$ cat config.mk
export PLATFORM = sky130hd
export DESIGN_NAME = hbif_uart_bridge_flat
export DESIGN_NICKNAME = d
export VERILOG_FILES = /design/src/rtl/hbif_uart_bridge_if.sv /design/src/rtl/hbif_uart_bridge.sv /design/src/flat_wrapper.sv
export SDC_FILE = /design/constraint.sdc
export NUM_CORES = 1
export LEC_CHECK = 0
export CORE_MARGIN = 1.5
export CORE_UTILIZATION = 54
export CTS_CLUSTER_SIZE = 16
export DETAILED_ROUTE_END_ITERATION = 12
export PLACE_DENSITY = 0.81
export SETUP_SLACK_MARGIN = 0.05
export SLEW_MARGIN = 0
export SYNTH_ARGS = -nofsm -noshare
export SYNTH_HDL_FRONTEND = slang
export SYNTH_SLANG_ARGS = --single-unit
$ cat constraint.sdc
create_clock -name clk_i -period 3.9 [get_ports clk_i]
set_input_delay 0.78 -clock clk_i [delete_from_list [all_inputs] [get_ports clk_i]]
set_output_delay 0.78 -clock clk_i [all_outputs]
set_load 0.03 [all_outputs]
$ cat src/rtl/hbif_uart_bridge_if.sv
// ============================================================================
// hbif_uart_bridge_if : register-bus handshake between UART bridge and target
// Rev 1.0
// ============================================================================
`default_nettype none

interface hbif_uart_bridge_if #(
  parameter int ADDR_W = 8,
  parameter int DATA_W = 16
);
  logic              reg_req_o;
  logic              reg_we_o;
  logic [ADDR_W-1:0] reg_addr_o;
  logic [DATA_W-1:0] reg_wdata_o;
  logic [DATA_W-1:0] reg_rdata_i;
  logic              reg_ack_i;

  modport master (
    output reg_req_o, reg_we_o, reg_addr_o, reg_wdata_o,
    input  reg_rdata_i, reg_ack_i
  );

  modport slave (
    input  reg_req_o, reg_we_o, reg_addr_o, reg_wdata_o,
    output reg_rdata_i, reg_ack_i
  );
endinterface

`default_nettype wire

$ cat src/rtl/hbif_uart_bridge.sv
// ============================================================================
// hbif_uart_bridge : 8N1 UART command frames -> single register-bus transfers
// Optional inter-byte timeout enabled by macro HBIF_TIMEOUT_EN.  Rev 1.0
// ============================================================================
`default_nettype none

module hbif_uart_bridge #(
  parameter int CLKS_PER_BIT = 16,
  parameter int ADDR_W       = 8,
  parameter int DATA_W       = 16,
  parameter int TIMEOUT_BITS = 64
) (
  input  logic               clk_i,
  input  logic               rst_ni,
  input  logic               en_i,
  input  logic               uart_rx_i,
  output logic               uart_tx_o,
  output logic               busy_o,
  hbif_uart_bridge_if.master bus
);

  localparam int DATA_BYTES = DATA_W / 8;
  localparam int CW         = $clog2(CLKS_PER_BIT);

  localparam logic [CW-1:0] C_BIT_LAST  = CW'(CLKS_PER_BIT - 1);
  localparam logic [CW-1:0] C_HALF_LAST = CW'(CLKS_PER_BIT / 2 - 1);
  localparam logic [7:0]    C_CMD_W     = 8'h57;
  localparam logic [7:0]    C_CMD_R     = 8'h52;
  localparam logic [7:0]    C_ACK       = 8'h4B;
  localparam logic [7:0]    C_NAK       = 8'h4E;

  localparam logic [1:0] RX_IDLE  = 2'd0;
  localparam logic [1:0] RX_START = 2'd1;
  localparam logic [1:0] RX_DATA  = 2'd2;
  localparam logic [1:0] RX_STOP  = 2'd3;

  localparam logic [2:0] F_IDLE  = 3'd0;
  localparam logic [2:0] F_ADDR  = 3'd1;
  localparam logic [2:0] F_WDATA = 3'd2;
  localparam logic [2:0] F_BUS   = 3'd3;
  localparam logic [2:0] F_RESP  = 3'd4;

  generate
    if (CLKS_PER_BIT < 4 || ADDR_W < 1 || ADDR_W > 8 || DATA_W < 8 || DATA_W > 32 ||
        (DATA_W % 8) != 0 || TIMEOUT_BITS < 1) begin : g_bad_params
      $error("hbif_uart_bridge: parameter out of range");
    end
  endgenerate

  logic              r_rx_meta, r_rx_sync, r_rx_prev;
  logic [1:0]        r_rx_state;
  logic [CW-1:0]     r_rx_cnt;
  logic [2:0]        r_rx_bitn;
  logic [7:0]        r_rx_shift;
  logic              r_rx_valid, r_rx_ferr;

  logic [2:0]        r_fsm;
  logic [2:0]        r_bcnt;
  logic              r_req, r_we;
  logic [ADDR_W-1:0] r_addr;
  logic [DATA_W-1:0] r_wdata;

  logic              r_tx_busy, r_tx_line;
  logic [CW-1:0]     r_tx_cnt;
  logic [3:0]        r_tx_bitn;
  logic [7:0]        r_tx_data;
  logic [DATA_W-1:0] r_rsp_buf;
  logic [2:0]        r_rsp_left;

  logic              w_bus_ack, w_bad_cmd, w_timeout, w_ev_valid;
  logic [DATA_W-1:0] w_ev_buf;
  logic [2:0]        w_ev_n;
  logic              w_tx_done, w_tx_free;

  always_ff @(posedge clk_i or negedge rst_ni) begin
    if (!rst_ni) begin
      r_rx_meta <= 1'b1;
      r_rx_sync <= 1'b1;
      r_rx_prev <= 1'b1;
    end else begin
      r_rx_meta <= uart_rx_i;
      r_rx_sync <= r_rx_meta;
      r_rx_prev <= r_rx_sync;
    end
  end

  always_ff @(posedge clk_i or negedge rst_ni) begin
    if (!rst_ni) begin
      r_rx_state <= RX_IDLE;
      r_rx_cnt   <= '0;
      r_rx_bitn  <= '0;
      r_rx_shift <= '0;
      r_rx_valid <= 1'b0;
      r_rx_ferr  <= 1'b0;
    end else begin
      r_rx_valid <= 1'b0;
      r_rx_ferr  <= 1'b0;
      if (!en_i) begin
        r_rx_state <= RX_IDLE;
      end else begin
        case (r_rx_state)
          RX_IDLE: begin
            if (r_rx_prev && !r_rx_sync) begin
              r_rx_state <= RX_START;
              r_rx_cnt   <= '0;
            end
          end
          RX_START: begin
            if (r_rx_cnt == C_HALF_LAST) begin
              r_rx_cnt   <= '0;
              r_rx_bitn  <= '0;
              r_rx_state <= r_rx_sync ? RX_IDLE : RX_DATA;
            end else begin
              r_rx_cnt <= r_rx_cnt + 1'b1;
            end
          end
          RX_DATA: begin
            if (r_rx_cnt == C_BIT_LAST) begin
              r_rx_cnt   <= '0;
              r_rx_shift <= {r_rx_sync, r_rx_shift[7:1]};
              r_rx_bitn  <= r_rx_bitn + 1'b1;
              if (r_rx_bitn == 3'd7) r_rx_state <= RX_STOP;
            end else begin
              r_rx_cnt <= r_rx_cnt + 1'b1;
            end
          end
          default: begin
            if (r_rx_cnt == C_BIT_LAST) begin
              r_rx_valid <= r_rx_sync;
              r_rx_ferr  <= !r_rx_sync;
              r_rx_state <= RX_IDLE;
            end else begin
              r_rx_cnt <= r_rx_cnt + 1'b1;
            end
          end
        endcase
      end
    end
  end

`ifdef HBIF_TIMEOUT_EN
  localparam int TO_CYCLES = TIMEOUT_BITS * CLKS_PER_BIT;
  localparam int TOW       = $clog2(TO_CYCLES + 1);

  logic [TOW-1:0] r_to_cnt;
  logic           w_to_armed;

  assign w_to_armed = en_i && (r_fsm == F_ADDR || r_fsm == F_WDATA);
  assign w_timeout  = w_to_armed && !r_rx_valid && (r_to_cnt == TOW'(TO_CYCLES - 1));

  always_ff @(posedge clk_i or negedge rst_ni) begin
    if (!rst_ni) begin
      r_to_cnt <= '0;
    end else if (!w_to_armed || r_rx_valid) begin
      r_to_cnt <= '0;
    end else begin
      r_to_cnt <= r_to_cnt + 1'b1;
    end
  end
`else
  assign w_timeout = 1'b0;
`endif

  assign w_bus_ack  = en_i && (r_fsm == F_BUS) && r_req && bus.reg_ack_i;
  assign w_bad_cmd  = en_i && (r_fsm == F_IDLE) && r_rx_valid &&
                      (r_rx_shift != C_CMD_W) && (r_rx_shift != C_CMD_R);
  assign w_ev_valid = w_bus_ack || w_bad_cmd || w_timeout;

  // Response bytes are MSB-aligned so the first byte on the wire is always the top byte
  always_comb begin
    w_ev_buf = DATA_W'(C_NAK) << (DATA_W - 8);
    w_ev_n   = 3'd1;
    if (w_bus_ack) begin
      if (r_we) begin
        w_ev_buf = DATA_W'(C_ACK) << (DATA_W - 8);
      end else begin
        w_ev_buf = bus.reg_rdata_i;
        w_ev_n   = 3'(DATA_BYTES);
      end
    end
  end

  always_ff @(posedge clk_i or negedge rst_ni) begin
    if (!rst_ni) begin
      r_fsm   <= F_IDLE;
      r_bcnt  <= '0;
      r_req   <= 1'b0;
      r_we    <= 1'b0;
      r_addr  <= '0;
      r_wdata <= '0;
    end else if (!en_i) begin
      r_fsm <= F_IDLE;
      r_req <= 1'b0;
    end else begin
      case (r_fsm)
        F_IDLE: begin
          if (r_rx_valid && (r_rx_shift == C_CMD_W || r_rx_shift == C_CMD_R)) begin
            r_we  <= (r_rx_shift == C_CMD_W);
            r_fsm <= F_ADDR;
          end
        end
        F_ADDR: begin
          if (r_rx_ferr || w_timeout) begin
            r_fsm <= F_IDLE;
          end else if (r_rx_valid) begin
            r_addr <= r_rx_shift[ADDR_W-1:0];
            r_bcnt <= '0;
            if (r_we) begin
              r_fsm <= F_WDATA;
            end else begin
              r_fsm <= F_BUS;
              r_req <= 1'b1;
            end
          end
        end
        F_WDATA: begin
          if (r_rx_ferr || w_timeout) begin
            r_fsm <= F_IDLE;
          end else if (r_rx_valid) begin
            r_wdata <= (r_wdata << 8) | DATA_W'(r_rx_shift);
            r_bcnt  <= r_bcnt + 1'b1;
            if (r_bcnt == 3'(DATA_BYTES - 1)) begin
              r_fsm <= F_BUS;
              r_req <= 1'b1;
            end
          end
        end
        F_BUS: begin
          if (w_bus_ack) begin
            r_req <= 1'b0;
            r_fsm <= F_RESP;
          end
        end
        default: begin
          if (r_rsp_left == '0 && !r_tx_busy) r_fsm <= F_IDLE;
        end
      endcase
    end
  end

  assign w_tx_done = r_tx_busy && (r_tx_cnt == C_BIT_LAST) && (r_tx_bitn == 4'd9);
  assign w_tx_free = !r_tx_busy || w_tx_done;

  // A new response starts straight from the event so the start bit leaves one cycle after it
  always_ff @(posedge clk_i or negedge rst_ni) begin
    if (!rst_ni) begin
      r_tx_busy  <= 1'b0;
      r_tx_line  <= 1'b1;
      r_tx_cnt   <= '0;
      r_tx_bitn  <= '0;
      r_tx_data  <= '0;
      r_rsp_buf  <= '0;
      r_rsp_left <= '0;
    end else if (w_tx_free && w_ev_valid) begin
      r_tx_busy  <= 1'b1;
      r_tx_line  <= 1'b0;
      r_tx_cnt   <= '0;
      r_tx_bitn  <= '0;
      r_tx_data  <= w_ev_buf[DATA_W-1 -: 8];
      r_rsp_buf  <= w_ev_buf << 8;
      r_rsp_left <= w_ev_n - 1'b1;
    end else if (w_tx_free && en_i && r_rsp_left != '0) begin
      r_tx_busy  <= 1'b1;
      r_tx_line  <= 1'b0;
      r_tx_cnt   <= '0;
      r_tx_bitn  <= '0;
      r_tx_data  <= r_rsp_buf[DATA_W-1 -: 8];
      r_rsp_buf  <= r_rsp_buf << 8;
      r_rsp_left <= r_rsp_left - 1'b1;
    end else begin
      if (w_ev_valid) begin
        r_rsp_buf  <= w_ev_buf;
        r_rsp_left <= w_ev_n;
      end else if (!en_i) begin
        r_rsp_left <= '0;
      end
      if (w_tx_done) begin
        r_tx_busy <= 1'b0;
        r_tx_line <= 1'b1;
      end else if (r_tx_busy) begin
        if (r_tx_cnt == C_BIT_LAST) begin
          r_tx_cnt  <= '0;
          r_tx_bitn <= r_tx_bitn + 1'b1;
          r_tx_line <= (r_tx_bitn == 4'd8) ? 1'b1 : r_tx_data[r_tx_bitn[2:0]];
        end else begin
          r_tx_cnt <= r_tx_cnt + 1'b1;
        end
      end
    end
  end

  assign uart_tx_o       = r_tx_line;
  assign busy_o          = (r_fsm != F_IDLE);
  assign bus.reg_req_o   = r_req;
  assign bus.reg_we_o    = r_we;
  assign bus.reg_addr_o  = r_addr;
  assign bus.reg_wdata_o = r_wdata;

endmodule

`default_nettype wire

$ cat src/flat_wrapper.sv
// flat-port wrapper written by rule: the top's interface ports become plain ports
module hbif_uart_bridge_flat 
#(
  parameter int CLKS_PER_BIT = 16,
  parameter int ADDR_W       = 8,
  parameter int DATA_W       = 16,
  parameter int TIMEOUT_BITS = 64
)
  (clk_i, rst_ni, en_i, uart_rx_i, uart_tx_o, busy_o, bus_reg_req_o, bus_reg_we_o, bus_reg_addr_o, bus_reg_wdata_o, bus_reg_rdata_i, bus_reg_ack_i);
  hbif_uart_bridge_if #(.ADDR_W(ADDR_W), .DATA_W(DATA_W)) bus_i ();
  input  logic clk_i;
  input  logic rst_ni;
  input  logic en_i;
  input  logic uart_rx_i;
  output logic uart_tx_o;
  output logic busy_o;
  output wire logic [$bits(bus_i.reg_req_o)-1:0] bus_reg_req_o;
  output wire logic [$bits(bus_i.reg_we_o)-1:0] bus_reg_we_o;
  output wire logic [$bits(bus_i.reg_addr_o)-1:0] bus_reg_addr_o;
  output wire logic [$bits(bus_i.reg_wdata_o)-1:0] bus_reg_wdata_o;
  input wire logic [$bits(bus_i.reg_rdata_i)-1:0] bus_reg_rdata_i;
  input wire logic [$bits(bus_i.reg_ack_i)-1:0] bus_reg_ack_i;
  assign bus_reg_req_o = bus_i.reg_req_o;
  assign bus_reg_we_o = bus_i.reg_we_o;
  assign bus_reg_addr_o = bus_i.reg_addr_o;
  assign bus_reg_wdata_o = bus_i.reg_wdata_o;
  assign bus_i.reg_rdata_i = bus_reg_rdata_i;
  assign bus_i.reg_ack_i = bus_reg_ack_i;
  hbif_uart_bridge #(.CLKS_PER_BIT(CLKS_PER_BIT), .ADDR_W(ADDR_W), .DATA_W(DATA_W), .TIMEOUT_BITS(TIMEOUT_BITS)) u_core (.clk_i(clk_i), .rst_ni(rst_ni), .en_i(en_i), .uart_rx_i(uart_rx_i), .uart_tx_o(uart_tx_o), .busy_o(busy_o), .bus(bus_i));
endmodule
=== Word-level counts from Yosys, hierarchy flattened ===
Cells that the tools add are included.

* Register bits: 91
* Bits in latches: 0
* Bits in writable memories: 0
* ROM bits: 0
* Output and inout bits: 28
* Memories: 0

* Add/subtract/negate cells: 7
* $mul: 0
* Divide/modulo/power cells: 0
* Order comparisons: 1
* Eq/ne operators: 44
* Shift operators: 0
* Multiplexer cells: 81
* Bitwise gates (word level): 2
* Reduce and logical (&&, ||, !) cells: 48

{| class="wikitable"
|+ Operator list
! operator !! count
|-
| 16-bit two-way mux || 5
|-
| 3-bit two-way mux || 20
|-
| 4-bit two-way mux || 14
|-
| 1-bit two-way mux || 25
|-
| 3-bit by 2-bit inequality test with 1-bit output, second input constant || 8
|-
| 3-bit nonzero test || 6
|-
| 4-bit == test, second input constant || 4
|-
| 8-bit by 7-bit == test with 1-bit output, second input constant || 2
|-
| 2-bit two-way mux || 8
|-
| 8-bit two-way mux || 2
|-
| 8-bit by 7-bit inequality test with 1-bit output, second input constant || 2
|-
| 16-bit by 8-bit bitwise OR with 16-bit output || 1
|-
| 1-bit logical AND || 15
|-
| 3-bit inequality test, second input constant || 5
|-
| 4-bit by 1-bit adder with 4-bit output, second input constant || 3
|-
| 4-bit by 1-bit inequality test with 1-bit output, second input constant || 3
|-
| 4-bit by 2-bit inequality test with 1-bit output, second input constant || 3
|-
| 3-bit one-hot mux with 2 select lines || 2
|-
| 3-bit one-hot mux with 4 select lines || 1
|-
| 4-bit one-hot mux with 3 select lines || 1
|-
| 3-bit AND reduction || 4
|-
| 4-bit AND reduction || 3
|-
| 6-bit AND reduction || 2
|-
| 2-bit by 1-bit inequality test with 1-bit output, second input constant || 5
|-
| 26 further kinds || 39
|}

=== Logic depth before layout (Yosys ltp) ===
* Depth in word-level cells: 9
* Depth in mapped cells: 9
* Mapped depth without buffers: 8

=== Worst setup path after synthesis ===
Ideal clock, no wire load.

* Kind: input to register
* From: in bus_reg_ack_i
* To: reg u_core.r_rsp_left[1]
* Arrival: 2.097 ns
* Data required time: 3.779 ns
* Path slack: 1.682 ns
* Stages: 8
* Cell sequence: and2_1 > buf_1 > nand3_2 > inv_1 > clkbuf_1 > ha_1 > nand2_1 > a22o_1

* Longest elaborated chain between the ends: 5

{| class="wikitable"
|+ RTL lines
! element !! line !! RTL
|-
| from (decl) || flat_wrapper.sv:22 || <nowiki>input wire logic [$bits(bus_i.reg_ack_i)-1:0] bus_reg_ack_i;</nowiki>
|-
| 1-bit logical AND * || hbif_uart_bridge.sv:164 || <nowiki>assign w_bus_ack = en_i && (r_fsm == F_BUS) && r_req && bus.reg_ack_i;</nowiki>
|-
| branches (longest 4 deep; another with 3-bit by 1-bit subtractor with 3-bit output) || -- ||
|-
| to (signal assigned) || hbif_uart_bridge.sv:261 || <nowiki>r_rsp_left <= w_ev_n - 1'b1;</nowiki>
|-
| to (signal assigned) || hbif_uart_bridge.sv:269 || <nowiki>r_rsp_left <= r_rsp_left - 1'b1;</nowiki>
|-
| to (signal assigned) || hbif_uart_bridge.sv:273 || <nowiki>r_rsp_left <= w_ev_n;</nowiki>
|-
| to (decl) || hbif_uart_bridge.sv:68 || <nowiki>logic [2:0] r_rsp_left;</nowiki>
|}

Every way passes the cells marked *.
A chain may end at the register's enable or synchronous reset.

=== Final worst setup path ===
* From: in en_i
* To: reg u_core.r_rsp_buf[13]

* Longest elaborated chain between the ends: 7

{| class="wikitable"
|+ RTL lines
! element !! line !! RTL
|-
| from (decl) || flat_wrapper.sv:13 || <nowiki>input logic en_i;</nowiki>
|-
| 1-bit logical AND (on tied branches) (3 in a row) || hbif_uart_bridge.sv:164, hbif_uart_bridge.sv:165 ||
|-
| 16-bit two-way mux / 1-bit logical AND (equally long branches) || hbif_uart_bridge.sv:173, hbif_uart_bridge.sv:166 ||
|-
| 16-bit two-way mux / 1-bit logical OR (equally long branches) || hbif_uart_bridge.sv:271, hbif_uart_bridge.sv:167 ||
|-
| 16-bit two-way mux / 1-bit logical AND (equally long branches) || hbif_uart_bridge.sv:262, hbif_uart_bridge.sv:254 ||
|-
| 16-bit two-way mux / 3-bit nonzero test (equally long branches) || -- ||
|-
| to (signal assigned) || hbif_uart_bridge.sv:260 || <nowiki>r_rsp_buf <= w_ev_buf << 8;</nowiki>
|-
| to (signal assigned) || hbif_uart_bridge.sv:268 || <nowiki>r_rsp_buf <= r_rsp_buf << 8;</nowiki>
|-
| to (signal assigned) || hbif_uart_bridge.sv:272 || <nowiki>r_rsp_buf <= w_ev_buf;</nowiki>
|-
| to (decl) || hbif_uart_bridge.sv:67 || <nowiki>logic [DATA_W-1:0] r_rsp_buf;</nowiki>
|}

Several ways; a longest one is shown, not always the timed one. The select of a mux whose other input is x is not followed.

==> flow_metrics.tcl <==
set metrics [dict create \
    status "complete, no violations" \
    die_y_um 96.1 \
    remaining_drc_errors 0 \
    gp_congestion 0.868 \
    hpwl_um 7090 \
    synth_edf_count 0 \
    critPathCaptureType "flop" \
    crit_fanout 22 \
    ys_seq_area_share_pct 48.8 \
    drive_gt1_share_pct 11.8 \
    dp.cells 597 \
    worst-endpoint-required_ps 4210 \
    grt_pass1_vias 3684 \
    drtIter0Drc 189 \
    start_util_pct 56.4 \
    finalWorstSetupSlack_ps 1060 \
    finalCritPeriodShare_pct 72.7 \
    instances_no_fill 613 \
    cts-root-buf "clkbuf_8" \
    p_leak_nw 2.50 \
    final_cell_mix "dfrtp_1 (87), nand2_1 (82), clkdlybuf4s50_1 (47), nor2_1 (21), o21ai_0 (21)" \
    relSlewSlack_pct 46.6 \
    syn_nets 499 \
    clk_latency_ps 370 \
    overflow 0 \
    via_per_inst 6.01 \
    startpoint_type "input port" \
    drtAntennaViolNets 0 \
    finalSetupTns_ps 0 \
    rsz0062_at_grt "false" \
    ys.flop_type "dfrtp_1" \
    cts_buffers 9 \
    rows 33 \
    grt_usage_pct 23.5 \
    min_period_ps 2840 \
    critical-path-max-stage-delay_ps 540 \
    grt-busiest-layer "met2" \
    cts.sinks 91 \
    n_antenna_cell 0 \
    clock_skew_ps 20.3 \
    io_pins 49 \
    fin_nets 541 \
    grt_max_degree 57 \
    area_growth_pct 15.5 \
    critical_path_arrival_ps 3140 \
    syn_avg_cell_area_um2 10.1 \
    worstMarginPinSlew_ps 801 \
    cap_violations 0 \
    synth.cell_area_um2 4680 \
    grt_pass1_wl_um 16900 \
    final_common_cell "dfrtp_1" \
    vias 3686 \
    slew_viol_final 0 \
    antenna_found_initial 0 \
    drt_wl_total_um 10100 \
    cellPowerDensity_nw_per_um2 417 \
    hold_buffers 0 \
    slowest_stage "inv_1" \
    grtUsageMet3_pct 4.66 \
    cts.path.max_buffers 2 \
    die_w_um 96.1 \
    cts_setup_buffers 0 \
    firstDrtPassIters 4 \
    hold_viol_final 0 \
    use_met1_pct 30.4 \
    cts_resized 0 \
    io_buffers 48 \
    nFillCells 653 \
    worstSetupPathType "in -> reg" \
    worst_hold_path_type "reg -> reg" \
    cp_cell_sequence "clkdlybuf4s50_1 > buf_4 > and4b_1 > nand3_2 > inv_1 > o211ai_1 > a21oi_1 > o22a_1" \
    ctsHtreeMaxLevel 3 \
    fmax_ghz 0.353 \
    core_area_um2 8300 \
    tritoncts "yes" \
    yosysWarnings 0 \
    met2_usage_pct 40.2 \
    synth.distinct_cells 70 \
    setup_viol 0 \
    clkTransAtPathRegs_ps 100 \
    netlist_instances 461 \
    die-area_um2 9230 \
    preCtsSetupSlack_ps 694 \
    ys_seq_elements 91 \
    peakVddDrop_mv 0.291 \
    ys_async_sr_fraction_pct 100 \
    routedWlPerCell_um 16.4 \
]
critical path: cells and delay by family:
family                 cells  cell delay (ps)
and+or+nand+nor            2              550
AOI/OAI and AO/OA          3              610
buffers and inverters      3             1210
registers in the layout, indices dropped and copies added (netlist names):
signal / flops
u_core.bus.reg_addr_o: 8
u_core.r_tx_busy: 1
u_core.r_rsp_buf: 16
u_core.r_rsp_left: 3
u_core.r_rx_ferr: 1
u_core.r_rx_valid: 1
u_core.bus.reg_req_o: 1
u_core.r_tx_bitn: 4
u_core.r_rx_cnt: 4
u_core.r_fsm: 3
u_core.r_rx_shift: 8
u_core.bus.reg_we_o: 1
u_core.r_rx_sync: 1
u_core.r_tx_cnt: 4
u_core.r_rx_state: 2
u_core.r_rx_prev: 1
u_core.r_tx_data: 8
u_core.r_bcnt: 3
u_core.bus.reg_wdata_o: 16
u_core.r_rx_meta: 1
u_core.uart_tx_o: 1
u_core.r_rx_bitn: 3
cell families after synthesis:
| kind of cell | Yosys count | share of synthesized area, % |
|---|---|---|
| AO/OA/AOI/OAI | 108 | 16.7 |
| XOR/XNOR | 3 | 0.562 |
| multiplexers | 26 | 6.58 |
| buffers and inverters | 37 | 3.77 |
| adder cells (fa/ha/maj) | 17 | 4.55 |
| AND/OR/NAND/NOR | 179 | 19.0 |
| flip-flops | 91 | 48.8 |
layout make-up:
| class | instances | area, um2 | share of cell area, % |
|---|---|---|---|
| flip-flops and latches | 91 | 2280 | 42.2 |
| multi-input cells | 333 | 2220 | 41.1 |
| repair buffers | 53 | 515 | 9.54 |
| well taps | 105 | 131 | 2.43 |
| clock buffers | 9 | 124 | 2.29 |
| clock inverters | 7 | 76.3 | 1.41 |
| inverters | 15 | 56.3 | 1.04 |
per-layer routing:
layer | part of all wire, % | vias to the layer above | routed length (um)
met1 | 44 | 1849 | 4440
met2 | 51 | 75 | 5100
li1 | - | 1753 | -
met4 | 1.1 | 0 | 111
met5 | 0 | - | 0
met3 | 4.0 | 9 | 402
where the power goes:
group          switching [mW]  internal [mW]  leakage (nW)  total, mW
sequential              0.106           1.02          1.23       1.13
clock                   0.382          0.255         0.103      0.637
combinational           0.271          0.220          1.17      0.490
total                   0.758           1.50          2.50       2.26
synth_stat cells (all sizes together), types with 8 or more instances:
master  number  area (um2)
mux2        18         203
nor2        23         101
a21oi       20         100
ha          17         213
nor3         8        40.0
nand2       82         308
nand3       21         110
inv         15        56.3
o21ai       25         129
buf         15        93.8
dfrtp       87        2180
worst paths after layout:
path	from	endpoint	slack, ps	depth (start not counted)
min reg2reg	u_core.r_rx_meta	u_core.r_rx_sync	360	0
min in group asynchronous	rst_ni	u_core.r_rsp_buf[11]	460	1
max reg2reg	u_core.r_tx_bitn[1]	u_core.r_rsp_buf[2]	1320	7
max in group asynchronous	rst_ni	u_core.r_rx_meta	2620	2
max	en_i	u_core.r_rsp_buf[13]	1060	8
min	u_core.r_rx_meta	u_core.r_rx_sync	360	0
metrics by stage:
stage / power (mW) / utilization [%] / area [um2] / hold slack (ps)
finish: 2.26 / 65.1 / 5410 / 360
global route: 2.39 / 65.1 / 5410 / 368
CTS: 2.26 / 65.1 / 5410 / 361
detailed placement: 1.64 / 62.7 / 5200 / 349
global placement: 1.61 / 62.7 / 5200 / 348
floorplan: 1.48 / - / 4680 / 345
(Power assumes the default switching activity.)
